--- config.mk ---
export PLATFORM = sky130hd
export DESIGN_NAME = instr_fetch_dispatch
export DESIGN_NICKNAME = d
export VERILOG_FILES = /design/src/rtl/isa_pkg.sv /design/src/rtl/instr_decode.sv /design/src/rtl/instr_fetch_dispatch.sv
export SDC_FILE = /design/constraint.sdc
export NUM_CORES = 1
export LEC_CHECK = 0
export CORE_MARGIN = 5
export CORE_UTILIZATION = 42
export DETAILED_ROUTE_END_ITERATION = 7
export PLACE_DENSITY = 0.91
export SLEW_MARGIN = 20
export SYNTH_ARGS = -nofsm -noshare
export SYNTH_HDL_FRONTEND = slang
export SYNTH_HIERARCHICAL = 1
export SYNTH_SLANG_ARGS = --single-unit
--- constraint.sdc ---
create_clock -name Clk -period 2.25 [get_ports Clk]
set_input_delay 0.3375 -clock Clk [delete_from_list [all_inputs] [get_ports Clk]]
set_output_delay 0.3375 -clock Clk [all_outputs]
set_load 0.05 [all_outputs]
--- src/rtl/isa_pkg.sv ---
// Shared ISA definitions for the fetch/dispatch stage and later pipeline stages:
// ROM chip-enable nibble, opcode map, FSM state encoding, error codes, instruction layout.
package isa_pkg;

  localparam logic [3:0] InstrMemEn = 4'h1;

  localparam logic [7:0] OP_MMULT     = 8'h00;
  localparam logic [7:0] OP_MADD      = 8'h01;
  localparam logic [7:0] OP_MSUB      = 8'h02;
  localparam logic [7:0] OP_MTRANSP   = 8'h03;
  localparam logic [7:0] OP_MSCALE    = 8'h04;
  localparam logic [7:0] OP_MSCALEIMM = 8'h05;
  localparam logic [7:0] OP_INTADD    = 8'h10;
  localparam logic [7:0] OP_INTSUB    = 8'h11;
  localparam logic [7:0] OP_INTMUL    = 8'h12;
  localparam logic [7:0] OP_INTDIV    = 8'h13;
  localparam logic [7:0] OP_STOP      = 8'hFF;

  localparam logic UNIT_MATRIX = 1'b0;
  localparam logic UNIT_INT    = 1'b1;

  typedef enum logic [2:0] {
    ST_IDLE,
    ST_REQ,
    ST_CAPT,
    ST_DISP,
    ST_WAIT,
    ST_HALT,
    ST_ERR
  } state_t;

  typedef enum logic [1:0] {
    ERR_NONE    = 2'b00,
    ERR_ILLEGAL = 2'b01,
    ERR_OVERRUN = 2'b10
  } err_t;

  typedef struct packed {
    logic [7:0] opcode;
    logic [7:0] dest;
    logic [7:0] src1;
    logic [7:0] src2;
  } instr_t;

endpackage

--- src/rtl/instr_decode.sv ---
// Combinational opcode classifier: legal dispatchable opcode, STOP, and target unit.
module instr_decode
  import isa_pkg::*;
(
  input  logic [7:0] opcode,
  output logic       legal,
  output logic       is_stop,
  output logic       unit
);

  // Map each opcode onto its execution unit; STOP is not dispatchable.
  always_comb begin
    legal   = 1'b0;
    is_stop = 1'b0;
    unit    = UNIT_MATRIX;
    case (opcode)
      OP_MMULT, OP_MADD, OP_MSUB, OP_MTRANSP, OP_MSCALE, OP_MSCALEIMM: begin
        legal = 1'b1;
      end
      OP_INTADD, OP_INTSUB, OP_INTMUL, OP_INTDIV: begin
        legal = 1'b1;
        unit  = UNIT_INT;
      end
      OP_STOP: is_stop = 1'b1;
      default: ;
    endcase
  end

endmodule

--- src/rtl/instr_fetch_dispatch.sv ---
// Fetch/decode/dispatch stage: reads one ROM word at a time, classifies it and
// hands it to the matrix or integer unit, then waits for completion before
// fetching the next word.
//
//  state | meaning
//  IDLE  | waiting for Start after reset
//  REQ   | ROM read strobe low, address driven
//  CAPT  | ROM data held; IR loads, next state chosen from the word on InstrData
//  DISP  | DispValid high until the unit accepts
//  WAIT  | instruction in flight, waiting for ExecDone
//  HALT  | STOP executed, Start restarts from PC 0
//  ERR   | illegal opcode or PC overrun, left only by Reset
module instr_fetch_dispatch
  import isa_pkg::*;
#(
  parameter int MEM_DEPTH = 10,
  parameter int PC_WIDTH  = 12
) (
  input  logic                Clk,
  input  logic                Reset,
  input  logic                Start,
  output logic [15:0]         InstrAddr,
  output logic                nInstrRead,
  input  logic [31:0]         InstrData,
  output logic                DispValid,
  input  logic                DispReady,
  output logic                DispUnit,
  output logic [7:0]          DispOpcode,
  output logic [7:0]          DispDest,
  output logic [7:0]          DispSrc1,
  output logic [7:0]          DispSrc2,
  input  logic                ExecDone,
  output logic [PC_WIDTH-1:0] Pc,
  output logic                Halted,
  output logic [1:0]          ErrCode
);

  state_t              state, state_nxt;
  instr_t              ir;
  logic                unit_q;
  logic [PC_WIDTH-1:0] pc;
  logic [15:0]         addr_q;
  err_t                err;
  logic                cap_legal, cap_stop, cap_unit;
  logic [PC_WIDTH:0]   pc_inc;
  logic                overrun;

  // Decode straight off the ROM bus so the CAPT decision costs no extra cycle.
  instr_decode u_decode (
    .opcode  (InstrData[31:24]),
    .legal   (cap_legal),
    .is_stop (cap_stop),
    .unit    (cap_unit)
  );

  // One extra bit so the overrun compare sees Pc+1 before it could wrap.
  assign pc_inc  = {1'b0, pc} + 1'b1;
  assign overrun = (pc_inc >= (PC_WIDTH+1)'(MEM_DEPTH));

  // State register.
  always_ff @(posedge Clk) begin
    if (Reset) state <= ST_IDLE;
    else       state <= state_nxt;
  end

  // Next-state logic.
  always_comb begin
    state_nxt = state;
    case (state)
      ST_IDLE: if (Start) state_nxt = ST_REQ;
      ST_REQ:  state_nxt = ST_CAPT;
      ST_CAPT: begin
        if (cap_stop)       state_nxt = ST_HALT;
        else if (cap_legal) state_nxt = ST_DISP;
        else                state_nxt = ST_ERR;
      end
      ST_DISP: if (DispReady) state_nxt = ST_WAIT;
      ST_WAIT: if (ExecDone) state_nxt = overrun ? ST_ERR : ST_REQ;
      ST_HALT: if (Start) state_nxt = ST_REQ;
      ST_ERR:  state_nxt = ST_ERR;
      default: state_nxt = ST_IDLE;
    endcase
  end

  // Datapath: PC, ROM address, instruction register and sticky error code.
  // The address register is loaded on the way into REQ so it is already valid there.
  always_ff @(posedge Clk) begin
    if (Reset) begin
      pc     <= '0;
      addr_q <= '0;
      ir     <= '0;
      unit_q <= UNIT_MATRIX;
      err    <= ERR_NONE;
    end else begin
      case (state)
        ST_IDLE, ST_HALT: begin
          if (Start) begin
            pc     <= '0;
            addr_q <= {InstrMemEn, {PC_WIDTH{1'b0}}};
          end
        end
        ST_CAPT: begin
          ir     <= InstrData;
          unit_q <= cap_unit;
          if (!cap_stop && !cap_legal) err <= ERR_ILLEGAL;
        end
        ST_WAIT: begin
          if (ExecDone) begin
            if (overrun) begin
              err <= ERR_OVERRUN;
            end else begin
              pc     <= pc_inc[PC_WIDTH-1:0];
              addr_q <= {InstrMemEn, pc_inc[PC_WIDTH-1:0]};
            end
          end
        end
        default: ;
      endcase
    end
  end

  // Outputs derived from the current state and the captured word.
  always_comb begin
    nInstrRead = (state != ST_REQ);
    DispValid  = (state == ST_DISP);
    Halted     = (state == ST_HALT);
    InstrAddr  = addr_q;
    DispUnit   = unit_q;
    DispOpcode = ir.opcode;
    DispDest   = ir.dest;
    DispSrc1   = ir.src1;
    DispSrc2   = ir.src2;
    Pc         = pc;
    ErrCode    = err;
  end

endmodule

Word level (Yosys, flattened, before mapping)
Index checks and enable logic that the tools add are counted.
{ "totals": {"ff_bits": 66, "latchBits": 0, "ram_bits": 0, "mem_bits_ro": 0, "input_bits": 37, "wordCells": 69, "memories": 0} }
{ "classes": {"add_sub_neg": 1, "n_mul": 0, "n_div": 0, "n_lt_le_gt_ge": 1, "n_eq_ne": 23, "shift": 0, "muxes": 22, "bitwise": 0, "reduce_logical": 13} }
{ "ops": {"columns": ["operator", "count"], "rows": [
  ["$mux 16", 3],
  ["$mux 12", 3],
  ["$eq 8x5->1 const B", 4],
  ["$pmux 16 s2", 1],
  ["$pmux 12 s2", 1],
  ["$mux 3", 6],
  ["$pmux 3 s6", 1],
  ["$eq 8x2->1 const B", 2],
  ["$eq 8x3->1 const B", 2],
  ["$add 12x1->13 const B", 1],
  ["$ge 13x4->1 const B", 1],
  ["$reduce_or 10->1", 1],
  ["$eq 3x3->1 const B", 3],
  ["$eq 8x1->1 const B", 1],
  ["$eq 8x8->1 const B", 1],
  ["$logic_not 8->1", 1],
  ["$ne 2x2->1 const B", 4],
  ["$reduce_and 4->1", 2],
  ["$eq 3x2->1 const B", 2],
  ["$mux 2", 3],
  ["$ne 2x1->1 const B", 2],
  ["$pmux 2 s2", 1],
  ["$reduce_bool 2->1", 2],
  ["$reduce_or 4->1", 1],
  ["8 further kinds", 11]
]} }

Logic depth before layout (Yosys ltp)
Gate-level depths: netlist (run 1).
{ "depth": {"ltp_word": 7, "ltp_mapped": 9, "mapped_depth_nobuf": 8} }

Hierarchy
Netlist (run 1), hierarchy kept.
{ "modules_own_cells": {"columns": ["module", "n_inst", "cells_per_inst", "area_per_inst_um2"], "rows": [
  ["instr_fetch_dispatch", 1, 290, 2275.9],
  ["instr_decode", 1, 7, 50.0]
]} }

Least setup slack after synthesis (run 1)
Ideal clock, no wire load.
{ "synth_timing": {"path_type": "reg-to-reg", "start": "register pc[5], in the netlist Pc[5]", "end": "register pc[0], in the netlist Pc[0]", "setup_time_ps": 145, "t_arrival_ps": 2326, "required_ps": 2105, "setup_slack_ps": -221, "stages_incl_launch_ff": 9, "n_path_buf": 2, "synth_period_minus_slack_ps": 2471, "path_cell_list": "dfxtp_1 > buf_4 > nand4_1 > or4_1 > a22oi_2 > nand3_4 > a21oi_1 > buf_2 > mux2i_1"} }
{ "synth_via": {"elab_chain_cells": 4} }
{ "synth_lines": {"columns": ["item", "line_no", "rtl"], "rows": [
  ["start, declared", "instr_fetch_dispatch.sv:41", "logic [PC_WIDTH-1:0] pc;"],
  ["start signal, assigned", "instr_fetch_dispatch.sv:112", "pc <= pc_inc[PC_WIDTH-1:0];"],
  ["$add 12x1->13", "instr_fetch_dispatch.sv:57", "assign pc_inc = {1'b0, pc} + 1'b1;"],
  ["$ge 13x4->1", "instr_fetch_dispatch.sv:58", "assign overrun = (pc_inc >= (PC_WIDTH+1)'(MEM_DEPTH));"],
  ["$ne 2x2->1 (no source line)", null, null],
  ["$reduce_and 4->1 (no source line)", null, null]
]} }
Every way passes these cells.
A chain may end at the register's enable or synchronous reset.

Worst setup path in the final report (run 1)
{ "layout_timing": {"start": "register pc[0], in the netlist Pc[0]", "end": "register state[1]"} }
{ "layout_via": {"elab_chain_cells": 5} }
{ "layout_lines": {"columns": ["item", "line_no", "rtl"], "rows": [
  ["$add 12x1->13", "instr_fetch_dispatch.sv:57", null],
  ["$ge 13x4->1", "instr_fetch_dispatch.sv:58", null],
  ["$mux 3 (2 in series)", "instr_fetch_dispatch.sv:78", "ST_WAIT: if (ExecDone) state_nxt = overrun ? ST_ERR : ST_REQ;"],
  ["$pmux 3 s6", "instr_fetch_dispatch.sv:69", "case (state)"],
  ["end signal, assigned", "instr_fetch_dispatch.sv:63", "else state <= state_nxt;"],
  ["end, declared", "instr_fetch_dispatch.sv:38", "state_t state, state_nxt;"]
]} }
Every way passes these cells. The select of a mux whose other input is x is not followed.

==> metrics, run 1 <==
syn_area_per_cell=7.832 µm²; first-pass GRT wire length=around 9600 µm; Switching Share=a little over two fifths; Reg area=between 1000 and 1500 µm²; critical path capture point type=flip-flop; slowest CP cell=a221oi_1; proportion of layout cells with a drive suffix above 1=9.449%; Fill cells=492; Post-CTS Hold Fix Bufs=0; Flop pwr share=38.4%; Critical Path Fanout Max=10; CTS clk-pin slew, worst paths=0.09 ns; antenna violation net count after detailed routing=0; routed length per placed instance=13.38 µm; port bufs=just under 100; dpl hpwl=4558 µm; Compound-Gate Fraction of Synth Area=17.70%; Critical Path Source Type=flip-flop; most frequent cells in the layout=clkdlybuf4s50_1, nand2_1, a21oi_1; largest net degree at the start of global routing=36; CP peak stage delay=0.42 ns; htree depth=2; Final GP Congestion=just under 0.8; worst slew pin tran=0.5326 ns; drt total wl=between 6000 and 7000 µm; Yosys reg bits=51; clock network power share=between 15 and 20%; row count=27; FMAX=0.4666 GHz; VDD IR max=0.5181 mV; Slew Viols, Final=0; commonest non-fill, non-tap cell in the layout=clkdlybuf4s50_1; Synth Area in XOR/XNOR=between 2 and 2.5%; post-synthesis cell area=2326 µm²; initial core utilization=42.77%; diodes inserted=0; total setup buffers inserted after CTS=0; adder-cell share of the synthesized area=about 1.1%; main combinational cell family by area after synthesis=simple AND/OR/NAND/NOR gates; Fin. Hold Viols=0; Min-Delay Path Class=reg2reg; worst r2r src=Pc[0]; Final #Nets=419; number of synthesized flops with an enable pin=0; die area=7127 µm²; critical path class=reg2reg; number of global-route vias before repair=approximately 2100; period utilization=95.25%; outcome=finished, final reports clean; combinational share of power=43.5%; final worst slack=0.1070 ns; DR DRC count=0; first-pass detailed-route iteration total=4; drt via density=between 5 and 6; Synth Flop Type=dfxtp_1; mux contribution to synthesized area=0.4303%; Area Growth Syn to Fin=47.01%; Netlist cell types=44; post-synthesis sequential area ratio=43.89%; Fin Clk Skew=0.002822 ns; Root Buffer=clkbuf_8; Slew HR=64.38%; Reg2Reg Setup Slack=0.11 ns; PostCTS Resize Cnt=0; pre-CTS setup slack=approximately 0.14 ns; CTS tree=yes; HP Start=DispDest[7]; clock sinks=51; clock latency on the worst-skew pair=~0.29 ns; total CTS buffers=5; grt ovf=0; multi-input logic area=about 1100 µm²; crit path DAT=2.32 ns; die height=approximately 84 µm; Synth Instances=between 200 and 300; pwr dens=roughly 880 nW/µm²; Ports=103; Worst Setup SP=Pc[0]; post-layout util=62.87%; core area=5439 µm²; Max Buffers Root-to-Sink=2; FFs w/ async S/R, synth=0%; YS warnings=6; CP cell instances=ha_1 -> buf_4 -> and2b_1 -> a221oi_1 -> a21oi_2 -> nand3_4 -> nand2_1 -> a2111oi_0; 1st-iter DRT viols=112; leakage=1.171 nW; final setup vio count=0; NetSw=1.272 mW; initial antenna violation count=0; internal power=about 1.7 mW; Worst EP required=2.42 ns; setup TNS=0 ns; DIE WIDTH=between 80 and 90 µm; gr usage total=15.82%; Final min period=2.143 ns; vias=2311; Synth Area in Simple Gates=approximately a quarter; max_cap viols=0
power groups by stage:
stage                     clock network [mW]  registers, mW  logic, mW
after floorplan                            0           1.51      0.522
after global placement                     0           1.17       1.29
after detailed placement                   0           1.18       1.31
after CTS                              0.564           1.15       1.31
after global routing                   0.597           1.18       1.40
final                                  0.546           1.16       1.31
flip-flops by register name, summed over array words and instances (netlist names):
register    flops
DispDest        8
DispOpcode      8
DispSrc1        8
DispSrc2        8
DispUnit        1
ErrCode         2
InstrAddr       2
Pc             11
state           3
metrics by stage:
stage                     power, mW  instance area (µm²)  hold WS (ns)  instances
final                         3.009                 3420        0.4583        453
after global routing          3.179                 3420        0.4757        453
after CTS                     3.031                 3407        0.4597        453
after detailed placement      2.486                 3308        0.4494        445
after global placement        2.460                 3308        0.4405        445
after floorplan               2.037                 2350        0.4472        299
area by class of cell:
cell class,instances,area share [%]
multi-input combinational,210,32.93
timing repair buffer,105,30.44
sequential,51,30.33
tap,72,2.634
clock buffer,6,2.415
inverter,7,0.7684
clock inverter,2,0.4757
synthesized netlist by cell type, drive strengths merged, types with 3 or more instances:
cell type / count / area share, %
xor2: 3 / 1.1
buf: 17 / 5.4
nor4: 3 / 1.1
nand2b: 4 / 1.1
nand3: 5 / 1.8
o21ai: 6 / 1.3
xnor2: 3 / 1.1
dfxtp: 51 / 44
inv: 7 / 1.1
a211oi: 3 / 0.97
nand4: 5 / 1.3
nor2b: 7 / 1.9
nand2: 76 / 12
a21oi: 42 / 9.0
a2111oi: 3 / 1.1
clkbuf: 14 / 2.3
nor2: 18 / 2.9
cell families after synthesis:
| logic type | Yosys count |
|---|---|
| buffers and inverters | 38 |
| adder cells (fa/ha/maj) | 2 |
| multiplexers | 1 |
| AND/OR/NAND/NOR | 129 |
| flip-flops | 51 |
| XOR/XNOR | 6 |
| other | 1 |
| AO/OA/AOI/OAI | 69 |
final timing paths:
check,end,cells after the start
min reg2reg,DispDest[7],2
min,DispDest[7],2
max reg2reg,state[1],8
max,state[1],8
metal layers:
metal | vias to the layer above | wire length, µm | GRT usage, %
li1 | 1153 | - | -
met1 | 1062 | 2450 | 17.78
met2 | 85 | 2926 | 27.98
met3 | 11 | 587 | 6.281
met4 | 0 | 95 | 4.029
met5 | - | 0 | 0
critical path: cells and delay by family, from the launching register on:
kind,cells,cell delay (ns)
buf+inv,1,0.15
flops,1,0.37
simple gates,3,0.40
fa+ha+maj,1,0.21
compound gates,3,0.89
Note: power is estimated with default switching activity, not from simulation.
==> inputs of run 2 (changes only) <==
- CORE_UTILIZATION: 42 -> 54
- DONT_BUFFER_PORTS: not set -> 1
- PLACE_DENSITY: 0.91 -> 0.8
==> run 2 against run 1 <==
  * Flip-flop and latch count is the same
  * Routed wire length decreased by 6.2%
  * Sequential share of layout area rose by 10 points
  * Clock skew increased by 0.0017 ns
  * Via count is 13% lower
  * Combinational power decreased by 54%
  * Die area decreased by 20%
==> metrics, run 2 (synthesis gave the netlist of run 1 again) <==
outcome=finished, final reports clean; DR DRC count=0; Slew HR=62.70%; drt via density=5.759; setup TNS=0 ns; crit path DAT=around 2.4 ns; CTS tree=yes; period utilization=95.28%; worst r2r src=Pc[5]; Fin. Hold Viols=0; core area=between 4000 and 5000 µm²; initial antenna violation count=0; die height=75.63 µm; gr usage total=20.14%; routed length per placed instance=about 16 µm; grt ovf=0; htree depth=2; first-pass GRT wire length=around 8900 µm; Min-Delay Path Class=in2reg; leakage=0.9160 nW; multi-input logic area=1120 µm²; Worst EP required=2.46 ns; Critical Path Fanout Max=9; final setup vio count=0; CTS clk-pin slew, worst paths=0.09 ns; antenna violation net count after detailed routing=0; Critical Path Source Type=flip-flop; worst slew pin tran=0.5580 ns; commonest non-fill, non-tap cell in the layout=nand2_1; Ports=103; Final #Nets=336; r2r endpoint=Pc[1]; end of the worst hold path=DispDest[7]; 1st-iter DRT viols=between 150 and 200; first-pass detailed-route iteration total=4; HP Start=Reset; Register-to-Register Path Depth=6; Area Growth Syn to Fin=9.683%; Max Buffers Root-to-Sink=2; max_cap viols=0; number of global-route vias before repair=1899; Final GP Congestion=0.7939; Reg2Reg Setup Slack=about 0.11 ns; RSZ-0062 raised after global routing=false; pwr dens=1119 nW/µm²; proportion of layout cells with a drive suffix above 1=between 10% and 20%; drt total wl=5682 µm; dpl hpwl=3998 µm; Post-CTS Hold Fix Bufs=0; Slew Viols, Final=0; critical path class=reg2reg; Fill cells=~370; Reg area=1037 µm²; die area=5720 µm²; vias=roughly 2000; initial core utilization=56.92%; most frequent cells in the layout=nand2_1, a21oi_1, dfxtp_1; Final min period=between 2 and 2.5 ns; pre-CTS setup slack=0.1290 ns; max reg flops=11; DIE WIDTH=~76 µm; final worst slack=0.1061 ns; Fin Clk Skew=between 0.004 and 0.005 ns; clock latency on the worst-skew pair=0.30 ns; total CTS buffers=5; FMAX=0.4664 GHz; VDD IR max=about 0.66 mV; largest net degree at the start of global routing=46; Root Buffer=clkbuf_8; diodes inserted=0; worst hold stages=1; critical path capture point type=flip-flop; clock sinks=51; port bufs=0; row count=23
run 2: metal layers:
layer  track usage [%]  share of wire, %
met5                 0                 0
met4             6.408              0.84
met3             8.707                11
met2             31.35                49
met1             25.25                39
run 2: worst max path at each step:
| stage | startpoint | endpoint | slack [ns] |
|---|---|---|---|
| 4_1_cts | Pc[0] | Pc[1] | 0.11 |
| 6_report | Pc[5] | Pc[1] | 0.11 |
| 3_5_place_dp | Pc[0] | Pc[1] | 0.13 |
| 5_1_grt | Pc[5] | Pc[1] | 0.006 |
| 2_1_floorplan | Pc[5] | Pc[0] | 0.08 |
| 3_3_place_gp | Pc[0] | Pc[1] | 0.24 |
run 2: cell type report:
class / count / share of cell area, %
Multi-Input combinational cell: 210 / 43.89
Sequential cell: 51 / 40.66
Timing Repair Buffer: 22 / 6.964
Clock buffer: 7 / 3.825
Tap cell: 50 / 2.452
Clock inverter: 1 / 1.177
Inverter: 7 / 1.030
run 2: metrics by stage:
step                      util (%)  instance area (µm²)  hold slack [ns]  instances  power, mW
final                        62.43                 2551           0.1046        348      2.854
after global routing         62.43                 2551          0.08546        348      3.004
after CTS                    61.54                 2515          0.08858        344      2.866
after detailed placement     58.42                 2387           0.4135        336      2.180
after global placement       58.42                 2387           0.4112        336      2.159
after floorplan                  -                 2350           0.4472        299      2.037
run 2: worst max-delay path: stages, from the launching register on:
cell and delay, ns:
dfxtp_4 0.42, nand4_1 0.17, or4_1 0.55, a22oi_2 0.22, nand3_4 0.14, or3_1 0.39, o22ai_1 0.17
run 2: where the power goes:
part / switching [mW] / internal (mW) / leakage [nW] / total, mW
registers: 0.533 / 1.03 / 0.419 / 1.57
clock network: 0.289 / 0.400 / 0.0636 / 0.689
logic: 0.389 / 0.211 / 0.433 / 0.600
total: 1.21 / 1.64 / 0.916 / 2.85
run 2: what timing repair did:
item                                    4_1_cts  5_1_grt
gates resized for setup                       0        2
endpoints found under the setup margin        0        4
buffers inserted                              0        4
